## src/rtl/adc_ecc_pkg.sv

```systemverilog
// Shared types and helpers for the ADC-to-Hamming conversion sequencer.
package adc_ecc_pkg;

    localparam int ADC_W  = 3;
    localparam int DATA_W = 4;
    localparam int CODE_W = 7;

    typedef enum logic [2:0] {
        ST_IDLE,
        ST_SAMPLE,
        ST_ENCODE,
        ST_CHECK,
        ST_OUTPUT
    } seq_state_t;

    // Codeword positions are numbered 1..7, so position p maps to bit p-1; 0 selects no flip.
    function automatic logic [CODE_W-1:0] inject_mask(input logic [2:0] pos);
        logic [CODE_W-1:0] mask;
        mask = '0;
        if (pos != 3'd0) begin
            mask[pos - 3'd1] = 1'b1;
        end
        return mask;
    endfunction

endpackage

```

## src/rtl/adc_ecc_sat_counter.sv

```systemverilog
// Saturating up-counter with a synchronous clear that takes priority over increment.
module adc_ecc_sat_counter #(
    parameter int CNT_W = 8
) (
    input  logic             clk,
    input  logic             rst_n,
    input  logic             inc,
    input  logic             clr,
    output logic [CNT_W-1:0] count
);

    always_ff @(posedge clk or negedge rst_n) begin
        if (!rst_n) begin
            count <= '0;
        end else if (clr) begin
            count <= '0;
        end else if (inc && (count != '1)) begin
            count <= count + CNT_W'(1);
        end
    end

endmodule

```

## src/rtl/adc_ecc_sequencer.sv

```systemverilog
// Sequences one flash-ADC sample through the external Hamming encoder and corrector.
// Optional codeword fault injection is enabled by defining ADC_SEQ_INJECT_EN.
module adc_ecc_sequencer
    import adc_ecc_pkg::*;
#(
    parameter int SETTLE_CYC = 1,
    parameter int CNT_W      = 8
) (
    input  logic              clk,
    input  logic              rst_n,
    input  logic              start,
    input  logic [ADC_W-1:0]  adc_code,
    input  logic              parity_type,
    output logic [DATA_W-1:0] enc_data,
    input  logic [CODE_W-1:0] enc_code,
    output logic [CODE_W-1:0] chan_code,
    input  logic [CODE_W-1:0] corr_code,
    output logic              par_type_q,
    input  logic [2:0]        inject_pos,
    output logic              busy,
    output logic              out_valid,
    input  logic              out_ready,
    output logic [CODE_W-1:0] out_code,
    output logic              out_corrected,
    output logic              out_fail,
    input  logic              clear_cnt,
    output logic [CNT_W-1:0]  frame_count,
    output logic [CNT_W-1:0]  corr_count
);

    localparam int SET_W = (SETTLE_CYC > 1) ? $clog2(SETTLE_CYC) : 1;

    seq_state_t        state;
    seq_state_t        state_next;
    logic [SET_W-1:0]  settle_cnt;
    logic              settle_last;
    logic              handshake;
    logic [CODE_W-1:0] clean_q;
    logic [CODE_W-1:0] chan_mask;

    assign settle_last = (settle_cnt == SET_W'(SETTLE_CYC - 1));

`ifdef ADC_SEQ_INJECT_EN
    logic [2:0] inject_q;

    always_ff @(posedge clk or negedge rst_n) begin
        if (!rst_n) begin
            inject_q <= 3'd0;
        end else if (state == ST_SAMPLE) begin
            inject_q <= inject_pos;
        end
    end

    assign chan_mask = inject_mask(inject_q);
`else
    logic inject_unused;

    assign inject_unused = ^inject_pos;
    assign chan_mask     = '0;
`endif

    always_ff @(posedge clk or negedge rst_n) begin
        if (!rst_n) begin
            state <= ST_IDLE;
        end else begin
            state <= state_next;
        end
    end

    always_comb begin
        state_next = state;
        case (state)
            ST_IDLE:   if (start) state_next = ST_SAMPLE;
            ST_SAMPLE: state_next = ST_ENCODE;
            ST_ENCODE: if (settle_last) state_next = ST_CHECK;
            ST_CHECK:  if (settle_last) state_next = ST_OUTPUT;
            ST_OUTPUT: if (handshake) state_next = ST_IDLE;
            default:   state_next = ST_IDLE;
        endcase
    end

    always_comb begin
        busy      = (state != ST_IDLE);
        handshake = (state == ST_OUTPUT) && out_valid && out_ready;
    end

    // One counter serves both settle windows; it idles at zero between them.
    always_ff @(posedge clk or negedge rst_n) begin
        if (!rst_n) begin
            settle_cnt <= '0;
        end else if (((state == ST_ENCODE) || (state == ST_CHECK)) && !settle_last) begin
            settle_cnt <= settle_cnt + SET_W'(1);
        end else begin
            settle_cnt <= '0;
        end
    end

    // out_valid is a flop that rises the cycle after OUTPUT is entered, so the result
    // registers captured at the end of CHECK are already stable when it asserts.
    always_ff @(posedge clk or negedge rst_n) begin
        if (!rst_n) begin
            par_type_q    <= 1'b0;
            enc_data      <= '0;
            clean_q       <= '0;
            chan_code     <= '0;
            out_code      <= '0;
            out_corrected <= 1'b0;
            out_fail      <= 1'b0;
            out_valid     <= 1'b0;
        end else begin
            if ((state == ST_IDLE) && start) begin
                par_type_q <= parity_type;
            end
            if (state == ST_SAMPLE) begin
                enc_data <= {1'b0, adc_code};
            end
            if ((state == ST_ENCODE) && settle_last) begin
                clean_q   <= enc_code;
                chan_code <= enc_code ^ chan_mask;
            end
            if ((state == ST_CHECK) && settle_last) begin
                out_code      <= corr_code;
                out_corrected <= (corr_code != chan_code);
                out_fail      <= (corr_code != clean_q);
            end
            if (handshake) begin
                out_valid <= 1'b0;
            end else if (state == ST_OUTPUT) begin
                out_valid <= 1'b1;
            end
        end
    end

    adc_ecc_sat_counter #(.CNT_W(CNT_W)) u_frame_cnt (
        .clk   (clk),
        .rst_n (rst_n),
        .inc   (handshake),
        .clr   (clear_cnt),
        .count (frame_count)
    );

    adc_ecc_sat_counter #(.CNT_W(CNT_W)) u_corr_cnt (
        .clk   (clk),
        .rst_n (rst_n),
        .inc   (handshake && out_corrected),
        .clr   (clear_cnt),
        .count (corr_count)
    );

endmodule
```

## config.mk

```make
export PLATFORM = sky130hd
export DESIGN_NAME = adc_ecc_sequencer
export DESIGN_NICKNAME = d
export VERILOG_FILES = /design/src/rtl/adc_ecc_pkg.sv /design/src/rtl/adc_ecc_sat_counter.sv /design/src/rtl/adc_ecc_sequencer.sv
export SDC_FILE = /design/constraint.sdc
export NUM_CORES = 1
export LEC_CHECK = 0
export BUFFER_PORTS_ARGS = -buffer_cell sky130_fd_sc_hd__buf_2
export CAP_MARGIN = 15
export CELL_PAD_IN_SITES_DETAIL_PLACEMENT = 1
export CELL_PAD_IN_SITES_GLOBAL_PLACEMENT = 2
export CORE_MARGIN = 2
export CORE_UTILIZATION = 25
export CTS_CLUSTER_DIAMETER = 50
export DETAILED_ROUTE_END_ITERATION = 7
export GPL_ROUTABILITY_DRIVEN = 0
export PLACE_DENSITY = 0.76
export SYNTH_ARGS = -nofsm -noshare
export SYNTH_HDL_FRONTEND = slang
export SYNTH_SLANG_ARGS = --single-unit
```

## constraint.sdc

```tcl
create_clock -name clk -period 2.4 [get_ports clk]
set_clock_uncertainty 0.05 [all_clocks]
set_input_delay 0.24 -clock clk [delete_from_list [all_inputs] [get_ports clk]]
set_output_delay 0.24 -clock clk [all_outputs]
set_load 0.01 [all_outputs]
```

==> run_results.csv <==
group,metric,value,unit
yosys,syn_area_per_cell,11.1,um^2
die,ioPinCount,65,
critical_path,crit_required,2.51,ns
global_routing,first_global_vias,1673,
critical_path,startpoint_type,"flop",
cells_and_area,layout-drive-gt1-share,38.9,%
cells_and_area,syn_to_final_growth,25.7,%
cells_and_area,finalNetCount,267,
critical_path,slowest_stage,"nor3_1",
critical_path,cp-end-kind,"flop",
global_routing,grt_max_degree,26,
drt,drtIter0Drc,22,
yosys,ys_seq_area_share,51.7,%
critical_path,cp.arrival,2.12,ns
yosys,synthCells,175,
placed_design,hpwl,3.43,mm
cells_and_area,num-fill-cells,901,
timing,post-route-period-util,84.1,%
global_routing,grt-ovfl-total,0,
yosys,syn_area,0.00193,mm^2
yosys,yosysUniqueCellTypes,38,
clock_network,clk_pin_slew,0.08,ns
clock_network,cts-root-buf,"clkbuf_8",
global_routing,grtUsageTotal,11.7,%
drt,drt_first_pass_iters,4,
critical_path,cp.buffers_inverters,0,
global_routing,antenna_found_initial,0,
timing,rsz0062_at_grt,"false",
critical_path,cp_max_fo,11,
critical_path,max_stage_delay,0.79,ns
timing,final_hold_viol_count,0,
power,ir_drop,436,uV
timing,finalSetupTns,0,ns
critical_path,crit_cells,5,
drt,drc,0,
run,max_cap_violations,0,
cells_and_area,diodes,0,
clock_network,clkLatencyLatePin,0.28,ns
power,power_density,899,mW/mm^2
yosys,synth-async-reset-ratio,100,%
die,die_area,0.00846,mm^2
yosys,synth_common_cells,"dfrtp_1, mux2_2, a21oi_1, nor2_1, or4_1",
timing,relSlewSlack,31.7,%
yosys,synth-seq-cells,40,
yosys,synth_most_common_cell,"dfrtp_1",
die,core-area,0.00761,mm^2
hold_path,hp-class,"in2reg",
yosys,yosys_warnings,0,
timing,clock.fmax,0.496,GHz
clock_network,cts_resized,0,
drt,vias_per_cell,4.77,
yosys,netlist.area_leader.share,51.7,%
hold_path,whs_path_depth,2,
timing,setup_violations,0,
drt,ant_nets,0,
critical_path,path_class,"reg2reg",
clock_network,numCtsBuffers,5,
clock_network,clockBufferDepth,2,
critical_path,r2r_slack,0.38,ns
timing,worst_pin_slew,1.02,ns
critical_path,crit_family,"simple AND/OR/NAND/NOR gates",
drt,vias,1626,
yosys,synth.area.top_cells,"dfrtp_1, mux2_2, a21oi_1, or4_1, o31ai_1",
timing,period_minus_slack,2.02,ns
critical_path,crit_chain,"ha_1 -> nand2_1 -> nor3_1 -> or3b_2 -> a21oi_1",
critical_path,ff2ff_path_depth,5,
die,start_util,25.4,%
drt,wl_per_cell,13.9,um
yosys,yosys.area.top_type,"dfrtp_1",
yosys,synth_ff_type,"dfrtp_1",
yosys,synth_edf_count,0,
drt,routed_wl,4.73,mm
cells_and_area,multi_input_area,871,um^2
die,die_h,92.0,um
die,rows,32,
clock_network,cts.sinks,40,
clock_network,cts_tree,"built",
outcome,status,"completed",
clock_network,cts.htree.levels,2,
placed_design,portBuffers,60,
power,power,0.00219,W
power,p_leak,1.06,nW
cells_and_area,regArea,0.00100,mm^2
die,die_x,92.0,um
global_routing,grt_pass1_wl,7.97,mm
timing,maxSlewViolCount,0,
## layout make-up
cell class	count	area share (%)
clock inverters	1	0.206
clock buffers	6	2.98
inverters	4	0.617
repair buffers	65	14.0
multi-input cells	123	35.8
well taps	102	5.25
flip-flops and latches	40	41.2
## power by group
group          internal, W  switching [W]
Clock             0.000198       0.000228
Combinational     0.000388       0.000341
Sequential        0.000865       0.000167
Total              0.00145       0.000736
## worst reg2reg max path, stage by stage (launching register included)
cell and delay (ns):
dfrtp_1 0.41, ha_1 0.22, nand2_1 0.11, nor3_1 0.79
or3b_2 0.26, a21oi_1 0.06
## registers in the layout, summed over array words and instances (netlist names)
register           cells
clean_q                7
par_type_q             1
enc_data               3
u_corr_cnt.count       8
out_fail               1
u_frame_cnt.count      8
out_valid              1
settle_cnt             1
out_code               7
state                  3
## path summary, 6_finish.rpt
kind                                      from                   to
hold / removal                     adc_code[2]          enc_data[2]
min in group asynchronous                rst_n  u_corr_cnt.count[6]
max in group asynchronous                rst_n           clean_q[6]
setup reg to reg           u_corr_cnt.count[0]  u_corr_cnt.count[1]
hold reg to reg                     par_type_q           par_type_q
setup / recovery           u_corr_cnt.count[0]  u_corr_cnt.count[1]
## timing repair
action	in CTS	in global routing
hold endpoints to repair	15	0
setup buffers	0	0
hold buffers	1	0
## cells by family (layout without fill, tap and decap cells)
family          count (synthesis)  after routing  synth area share, %
compound gates                 33             33                 10.5
xor+xnor                        7              7                 3.17
fa+ha+maj                       2              2                 1.29
buf+inv                        13             76                 3.43
flops                          40             40                 51.7
mux                            19             19                 11.0
other cells                     1              2                0.194
simple gates                   60             60                 18.7
## metrics by stage
step	worst slack [ns]	util (%)	instance area [um^2]	std cells	hold slack (ns)
finish	0.382	32.0	2430	341	0.133
global route	0.165	32.0	2430	341	0.126
CTS	0.326	32.0	2430	341	0.121
detailed placement	0.339	30.8	2340	333	0.132
global placement	0.461	30.8	2340	333	0.129
floorplan	0.611	-	1940	176	-0.106
## cells in the final DEF (no fill, tap or decap), types with 2 or more instances in the layout
cell / n
a21oi_1: 16
buf_2: 60
buf_4: 4
clkbuf_8: 5
conb_1: 2
dfrtp_1: 40
ha_1: 2
inv_1: 4
mux2_2: 18
nand2_1: 7
nand2b_1: 4
nand3_1: 7
nand3b_1: 2
nand4_1: 3
nor2_1: 10
nor3_1: 4
nor4_1: 2
o21ai_0: 4
o31ai_1: 6
o41ai_1: 4
or3_1: 4
or4_1: 9
xnor2_1: 4
xor2_1: 3
## routing by layer
metal	routed length [um]	vias up	global-route usage, %
li1	-	770	-
met1	2130	813	14.9
met2	2340	41	19.7
met3	235	2	3.20
met4	29	0	2.99
met5	0	-	0
Note: power is estimated with default switching activity, not from simulation.
